## src/rtl/uc_stack_pkg.sv

```systemverilog
// Shared opcode encodings, FSM states and ALU constants for the control unit.
// Latency: n/a (constants and types only).
// Backpressure: n/a.
package uc_pkg;

  // Low nibble of the opcode selects the non-ALU instruction class;
  // opcode[3]=0 marks an ALU instruction.
  localparam logic [3:0] OPC_LDI  = 4'b1000;
  localparam logic [3:0] OPC_JMP  = 4'b1001;
  localparam logic [3:0] OPC_JZ   = 4'b1010;
  localparam logic [3:0] OPC_JNZ  = 4'b1011;
  localparam logic [3:0] OPC_CALL = 4'b1100;
  localparam logic [3:0] OPC_RET  = 4'b1101;
  // HALT is the only fully decoded opcode; other xx1111 codes are NOPs.
  localparam logic [5:0] OPC_HALT = 6'b111111;

  localparam logic [2:0] OP_NONE = 3'b000;

  typedef enum logic [1:0] {
    RUN  = 2'd0,
    HALT = 2'd1,
    ERR  = 2'd2
  } state_t;

  // True for ALU-class opcodes.
  function automatic logic is_alu(input logic [5:0] opc);
    return ~opc[3];
  endfunction

endpackage

```

## src/rtl/uc_stack_if.sv

```systemverilog
// Instruction-side inputs and datapath control outputs of the control unit.
// Latency: n/a (wiring only).
// Backpressure: none; every signal is valid every cycle.
interface uc_stack_if #(
  parameter int ADDR_W = 10
);
  logic              z;
  logic [5:0]        opcode;
  logic [ADDR_W-1:0] pc_in;
  logic              s_inc;
  logic              s_ret;
  logic              pc_we;
  logic              s_inm;
  logic              we3;
  logic [2:0]        op;
  logic [ADDR_W-1:0] ret_addr;
  logic              fin;
  logic              stack_ovf;
  logic              stack_unf;

  // Instruction memory / datapath side.
  modport master (
    output z, opcode, pc_in,
    input  s_inc, s_ret, pc_we, s_inm, we3, op, ret_addr, fin, stack_ovf, stack_unf
  );

  // Control unit side.
  modport slave (
    input  z, opcode, pc_in,
    output s_inc, s_ret, pc_we, s_inm, we3, op, ret_addr, fin, stack_ovf, stack_unf
  );
endinterface

```

## src/rtl/uc_stack_ret_stack.sv

```systemverilog
// Return-address LIFO: push/pop at the clock edge, top shown combinationally.
// Latency: push/pop visible on top the cycle after the edge; top is 0 when empty.
// Backpressure: none; push when full and pop when empty are ignored.
module ret_stack #(
  parameter int ADDR_W      = 10,
  parameter int STACK_DEPTH = 4
) (
  input  logic              clk,
  input  logic              rst_n,
  input  logic              push,
  input  logic              pop,
  input  logic [ADDR_W-1:0] din,
  output logic [ADDR_W-1:0] top,
  output logic              full,
  output logic              empty
);

  localparam int SP_W = $clog2(STACK_DEPTH) + 1;
  localparam logic [SP_W-1:0] SP_ONE  = 1;
  localparam logic [SP_W-2:0] IDX_ONE = 1;

  logic [SP_W-1:0]   sp;
  logic [SP_W-2:0]   top_idx;
  logic [ADDR_W-1:0] mem [STACK_DEPTH];

  assign full    = (sp == SP_W'(STACK_DEPTH));
  assign empty   = (sp == '0);
  assign top_idx = sp[SP_W-2:0] - IDX_ONE;
  assign top     = empty ? '0 : mem[top_idx];

  // Stack pointer: only the pointer is reset, entries are left stale.
  always_ff @(posedge clk or negedge rst_n) begin
    if (!rst_n) begin
      sp <= '0;
    end else if (push && !full) begin
      sp <= sp + SP_ONE;
    end else if (pop && !empty) begin
      sp <= sp - SP_ONE;
    end
  end

  // Entry storage: write at the current pointer on a successful push.
  always_ff @(posedge clk) begin
    if (push && !full) begin
      mem[sp[SP_W-2:0]] <= din;
    end
  end

endmodule

```

## src/rtl/uc_stack.sv

```systemverilog
// Control unit: opcode decode, registered zero flag, CALL/RET stack, run/halt/error FSM.
// Latency: decode is combinational (0 cycles); flag, stack and state update at the next edge.
// Backpressure: none; one instruction per cycle, HALT/ERR stop the PC until reset.
module uc_stack
  import uc_pkg::*;
#(
  parameter int ADDR_W      = 10,
  parameter int STACK_DEPTH = 4
) (
  input  logic     clk,
  input  logic     reset,
  uc_stack_if.slave bus
);

  localparam logic [ADDR_W-1:0] PC_ONE = 1;

  state_t            state, state_nxt;
  logic              zflag;
  logic              ovf_q, unf_q;
  logic              z_load, ovf_set, unf_set;
  logic              push, pop;
  logic              stk_full, stk_empty;
  logic [ADDR_W-1:0] stk_top;

  logic              s_inc, s_ret, pc_we, s_inm, we3, fin;
  logic [2:0]        op;

  ret_stack #(
    .ADDR_W      (ADDR_W),
    .STACK_DEPTH (STACK_DEPTH)
  ) u_ret_stack (
    .clk   (clk),
    .rst_n (reset),
    .push  (push),
    .pop   (pop),
    .din   (bus.pc_in + PC_ONE),
    .top   (stk_top),
    .full  (stk_full),
    .empty (stk_empty)
  );

  // State, zero flag and sticky stack-error flags.
  always_ff @(posedge clk or negedge reset) begin
    if (!reset) begin
      state <= RUN;
      zflag <= 1'b0;
      ovf_q <= 1'b0;
      unf_q <= 1'b0;
    end else begin
      state <= state_nxt;
      if (z_load)  zflag <= bus.z;
      if (ovf_set) ovf_q <= 1'b1;
      if (unf_set) unf_q <= 1'b1;
    end
  end

  // Decode and next state; everything is forced low while reset is held.
  always_comb begin
    s_inc     = 1'b0;
    s_ret     = 1'b0;
    pc_we     = 1'b0;
    s_inm     = 1'b0;
    we3       = 1'b0;
    op        = OP_NONE;
    fin       = 1'b0;
    push      = 1'b0;
    pop       = 1'b0;
    z_load    = 1'b0;
    ovf_set   = 1'b0;
    unf_set   = 1'b0;
    state_nxt = state;
    case (state)
      RUN: begin
        pc_we = 1'b1;
        if (is_alu(bus.opcode)) begin
          we3    = 1'b1;
          op     = bus.opcode[2:0];
          s_inc  = 1'b1;
          z_load = 1'b1;
        end else begin
          case (bus.opcode[3:0])
            OPC_LDI: begin
              we3   = 1'b1;
              s_inm = 1'b1;
              s_inc = 1'b1;
            end
            OPC_JMP: s_inc = 1'b0;
            OPC_JZ:  s_inc = ~zflag;
            OPC_JNZ: s_inc = zflag;
            OPC_CALL: begin
              if (stk_full) begin
                pc_we     = 1'b0;
                ovf_set   = 1'b1;
                state_nxt = ERR;
              end else begin
                push = 1'b1;
              end
            end
            OPC_RET: begin
              if (stk_empty) begin
                pc_we     = 1'b0;
                unf_set   = 1'b1;
                state_nxt = ERR;
              end else begin
                s_ret = 1'b1;
                pop   = 1'b1;
              end
            end
            4'b1111: begin
              if (bus.opcode == OPC_HALT) begin
                fin       = 1'b1;
                pc_we     = 1'b0;
                state_nxt = HALT;
              end else begin
                s_inc = 1'b1;
              end
            end
            default: s_inc = 1'b1;
          endcase
        end
      end
      HALT, ERR: fin = 1'b1;
      default:   state_nxt = RUN;
    endcase
    if (!reset) begin
      s_inc   = 1'b0;
      s_ret   = 1'b0;
      pc_we   = 1'b0;
      s_inm   = 1'b0;
      we3     = 1'b0;
      op      = OP_NONE;
      fin     = 1'b0;
      push    = 1'b0;
      pop     = 1'b0;
      z_load  = 1'b0;
      ovf_set = 1'b0;
      unf_set = 1'b0;
    end
  end

  assign bus.s_inc     = s_inc;
  assign bus.s_ret     = s_ret;
  assign bus.pc_we     = pc_we;
  assign bus.s_inm     = s_inm;
  assign bus.we3       = we3;
  assign bus.op        = op;
  assign bus.fin       = fin;
  assign bus.ret_addr  = reset ? stk_top : '0;
  assign bus.stack_ovf = ovf_q;
  assign bus.stack_unf = unf_q;

endmodule

```

## src/flat_wrapper.sv

```systemverilog
// flat-port wrapper written by rule: the top's interface ports become plain ports
module uc_stack_flat import uc_pkg::*;
#(
  parameter int ADDR_W      = 10,
  parameter int STACK_DEPTH = 4
)
  (clk, reset, bus_z, bus_opcode, bus_pc_in, bus_s_inc, bus_s_ret, bus_pc_we, bus_s_inm, bus_we3, bus_op, bus_ret_addr, bus_fin, bus_stack_ovf, bus_stack_unf);
  uc_stack_if #(.ADDR_W(ADDR_W)) bus_i ();
  input  logic clk;
  input  logic reset;
  input wire logic [$bits(bus_i.z)-1:0] bus_z;
  input wire logic [$bits(bus_i.opcode)-1:0] bus_opcode;
  input wire logic [$bits(bus_i.pc_in)-1:0] bus_pc_in;
  output wire logic [$bits(bus_i.s_inc)-1:0] bus_s_inc;
  output wire logic [$bits(bus_i.s_ret)-1:0] bus_s_ret;
  output wire logic [$bits(bus_i.pc_we)-1:0] bus_pc_we;
  output wire logic [$bits(bus_i.s_inm)-1:0] bus_s_inm;
  output wire logic [$bits(bus_i.we3)-1:0] bus_we3;
  output wire logic [$bits(bus_i.op)-1:0] bus_op;
  output wire logic [$bits(bus_i.ret_addr)-1:0] bus_ret_addr;
  output wire logic [$bits(bus_i.fin)-1:0] bus_fin;
  output wire logic [$bits(bus_i.stack_ovf)-1:0] bus_stack_ovf;
  output wire logic [$bits(bus_i.stack_unf)-1:0] bus_stack_unf;
  assign bus_i.z = bus_z;
  assign bus_i.opcode = bus_opcode;
  assign bus_i.pc_in = bus_pc_in;
  assign bus_s_inc = bus_i.s_inc;
  assign bus_s_ret = bus_i.s_ret;
  assign bus_pc_we = bus_i.pc_we;
  assign bus_s_inm = bus_i.s_inm;
  assign bus_we3 = bus_i.we3;
  assign bus_op = bus_i.op;
  assign bus_ret_addr = bus_i.ret_addr;
  assign bus_fin = bus_i.fin;
  assign bus_stack_ovf = bus_i.stack_ovf;
  assign bus_stack_unf = bus_i.stack_unf;
  uc_stack #(.ADDR_W(ADDR_W), .STACK_DEPTH(STACK_DEPTH)) u_core (.clk(clk), .reset(reset), .bus(bus_i));
endmodule
```

## config.mk

```make
export PLATFORM = sky130hd
export DESIGN_NAME = uc_stack_flat
export DESIGN_NICKNAME = d
export VERILOG_FILES = /design/src/rtl/uc_stack_pkg.sv /design/src/rtl/uc_stack_if.sv /design/src/rtl/uc_stack_ret_stack.sv /design/src/rtl/uc_stack.sv /design/src/flat_wrapper.sv
export SDC_FILE = /design/constraint.sdc
export NUM_CORES = 1
export LEC_CHECK = 0
export CAP_MARGIN = 20
export CORE_ASPECT_RATIO = 1.5
export CORE_UTILIZATION = 48
export DETAILED_ROUTE_END_ITERATION = 8
export PLACE_DENSITY = 0.76
export SLEW_MARGIN = 20
export SYNTH_ARGS = -nofsm -noshare
export SYNTH_HDL_FRONTEND = slang
export SYNTH_SLANG_ARGS = --single-unit
```

## constraint.sdc

```tcl
create_clock -name clk -period 2.41 [get_ports clk]
set_clock_uncertainty 0.15 [all_clocks]
set_input_delay 0.482 -clock clk [delete_from_list [all_inputs] [get_ports clk]]
set_output_delay 0.482 -clock clk [all_outputs]
set_load 0.01 [all_outputs]
```

==> impl_metrics.tcl <==
set metrics [dict create \
    use_met3 0.0307 \
    grt_use_met2 0.438 \
    ys_async_sr_fraction 0.167 \
    die_x_um 59.9 \
    setup_slack_ps -116 \
    worstPathMaxFanout 2 \
    cts_buffers 5 \
    worstPathArrival_ps 1890 \
    syn_area_um2 2410 \
    dieHeight_um 88.8 \
    ys_ff_latch 48 \
    reg2reg_setup_slack_ps 160 \
    grt_first_pass_wirelength_um 8540 \
    layout-area-overhead-vs-synth_pct 40.2 \
    power.density_nw_per_um2 995 \
    clock.fmax_mhz 396 \
    dp_hpwl_um 3740 \
    drive_above_1_share 0.412 \
    grt.met1_usage 0.219 \
    worstRegToRegCells 9 \
    diodes 0 \
    die-area_um2 5310 \
    ctsRootBufferMaster "clkbuf_8" \
    ant_nets 0 \
    grt_overflow 0 \
    grt_pass1_vias 1876 \
    reg2reg_from "u_core.u_ret_stack.sp[0]$_DFFE_PN0P_" \
    p_leak_nw 1.33 \
    drt_iter0_drc 56 \
    status "finished, violations left" \
    routabilityCongestion 0.788 \
    worst_slew_pin_slew_ps 410 \
    post_drt_wl_per_cell_um 17.6 \
    timing.final.crit_share 1.05 \
    core_area_um2 4810 \
    crit_path_end_kind "output port" \
    routed_via_density 5.55 \
    slew_headroom 0.724 \
    clockBufferDepth 2 \
    rows 31 \
    timing.rr.end "u_core.u_ret_stack.sp[2]$_DFFE_PN0P_" \
    dp_slack_ps -474 \
    cts.htree.levels 2 \
    cp.required_ps 1780 \
    hp-class "in2async" \
    path_clk_slew_ps 90 \
    violations "negative setup slack" \
    cts_tree "yes" \
    fill_cells 359 \
    fin_area_um2 3380 \
    busiest_layer "met2" \
    num_vias 1716 \
    layout.cells.non_filler 309 \
    synth_cell_types 42 \
    setup_violations 9 \
    hold_viol 0 \
    mostFrequentLayoutCells "edfxtp_1 (40), buf_4 (30), clkdlybuf4s50_1 (15)" \
    antenna_found_initial 0 \
    port_buffers 39 \
    report.final.slew_viol_count 0 \
    crit_path_start_kind "register" \
    ir_worst_vdd_mv 0.665 \
    synth_nets 190 \
    grt_usage 0.224 \
    synth_seq_area_share 0.582 \
    drt_pass1_iterations 4 \
    route.detailed.drc 0 \
    holdWs_ps 253 \
    fin_nets 269 \
    clock_sinks 48 \
    routed_wl_um 5430 \
    crit_type "reg2out" \
    clk_latency_ps 290 \
    synth_edf_count 40 \
    drv_cap 0 \
    period_needed_ps 2530 \
    fin_tns_setup_ps -573 \
    synthFlopType "edfxtp_1" \
    numPlacedInstances 290 \
    rsz0062_at_grt "true" \
    synth_area_per_cell_um2 14.8 \
    start_util 0.501 \
    syn_inst 163 \
    yosysWarnings 0 \
    final_common_cell "edfxtp_1" \
    boundaryPins 40 \
    place_area_um2 3100 \
    grt_start_max_net_pins 17 \
]
-- how the worst max path moves through the flow --
stage,from,to,slack [ps],cells past startpoint
3_5_place_dp,bus_opcode[2],bus_pc_we,-470,6
4_1_cts,u_core.u_ret_stack.sp[0]$_DFFE_PN0P_,bus_ret_addr[8],-170,8
5_1_grt,u_core.u_ret_stack.sp[0]$_DFFE_PN0P_,bus_ret_addr[8],-170,8
6_report,u_core.u_ret_stack.sp[0]$_DFFE_PN0P_,bus_ret_addr[8],-120,8
3_3_place_gp,bus_opcode[2],bus_pc_we,-430,6
2_1_floorplan,u_core.u_ret_stack.sp[0]$_DFFE_PN0P_,u_core.u_ret_stack.sp[2]$_DFFE_PN0P_,3,10
-- per-stage QoR --
| step | power (mW) | utilization |
|---|---|---|
| 2_1_floorplan | 1.87 | - |
| 3_3_place_gp | 2.41 | 0.644 |
| 3_5_place_dp | 2.45 | 0.644 |
| 4_1_cts | 3.21 | 0.688 |
| 5_1_grt | 3.53 | 0.702 |
| 6_report | 3.36 | 0.702 |
-- report_power, final --
| part | internal, mW | switching [mW] |
|---|---|---|
| registers | 0.967 | 0.0518 |
| logic | 1.09 | 0.764 |
| clock network | 0.235 | 0.253 |
-- cell usage after synthesis, types with 2 or more instances --
library cell | count | share of area
nor2_1 | 6 | 0.0093
a21oi_1 | 2 | 0.0042
dfrtp_1 | 8 | 0.083
and3_1 | 13 | 0.034
and2_2 | 4 | 0.012
inv_1 | 7 | 0.011
nor3_1 | 2 | 0.0042
buf_2 | 4 | 0.0083
xor2_1 | 2 | 0.0073
edfxtp_1 | 40 | 0.50
ha_1 | 8 | 0.042
and2_1 | 4 | 0.010
and4_1 | 2 | 0.0073
mux4_2 | 10 | 0.093
nand4_1 | 3 | 0.0078
xnor2_1 | 10 | 0.036
nand2_1 | 5 | 0.0078
nand3_1 | 6 | 0.012
nor3b_1 | 3 | 0.0093
clkbuf_1 | 2 | 0.0031
-- cell families (layout without fill, tap and decap cells) --
group | count (synthesis) | count (layout) | synth area share
AOI/OAI and AO/OA | 14 | 14 | 0.0608
xor gates and xnor gates | 12 | 12 | 0.0436
adders and majority gates | 8 | 8 | 0.0415
buffers and inverters | 14 | 94 | 0.0270
DFF | 48 | 48 | 0.582
muxes | 13 | 13 | 0.107
and+or+nand+nor | 54 | 54 | 0.139
-- area by class of cell --
| class | instances | area (µm²) | area share |
|---|---|---|---|
| sequential | 48 | 1400 | 0.415 |
| timing repair buffer | 79 | 734 | 0.217 |
| clock buffer | 6 | 82.6 | 0.0244 |
| tap | 66 | 82.6 | 0.0244 |
| multi-input combinational | 101 | 1030 | 0.306 |
| inverter | 7 | 28.8 | 0.00852 |
| clock inverter | 2 | 13.8 | 0.00407 |
-- per-layer routing --
layer  routed length [µm]  vias up
met4                  201        0
met2                 3090       67
met3                  200       14
li1                     -      785
met5                    0        -
met1                 1940      850
-- critical path, stage by stage, from the launching register on --
cell and delay (ps):
dfrtp_1 410, buf_6 130, inv_4 60, ha_4 210
buf_6 120, buf_6 100, mux4_2 270, and3_4 190
buf_6 110
-- state kept, by name, indices dropped and copies added, names as in the netlist --
| register | cells |
|---|---|
| u_core.u_ret_stack.mem | 40 |
| u_core.state | 2 |
| u_core.bus.stack_unf | 1 |
| u_core.zflag | 1 |
| u_core.u_ret_stack.sp | 3 |
| u_core.bus.stack_ovf | 1 |
-- repair_timing --
action / in CTS / in global routing
cloned: 1 / 0
setup endpoints to repair: 20 / 13
endpoints found under the hold margin: 0 / 0
resized for setup: 83 / 14
hold buffers: 0 / 0
setup buffers: 7 / 4
pin swaps: 13 / 3
(Power assumes the default switching activity.)
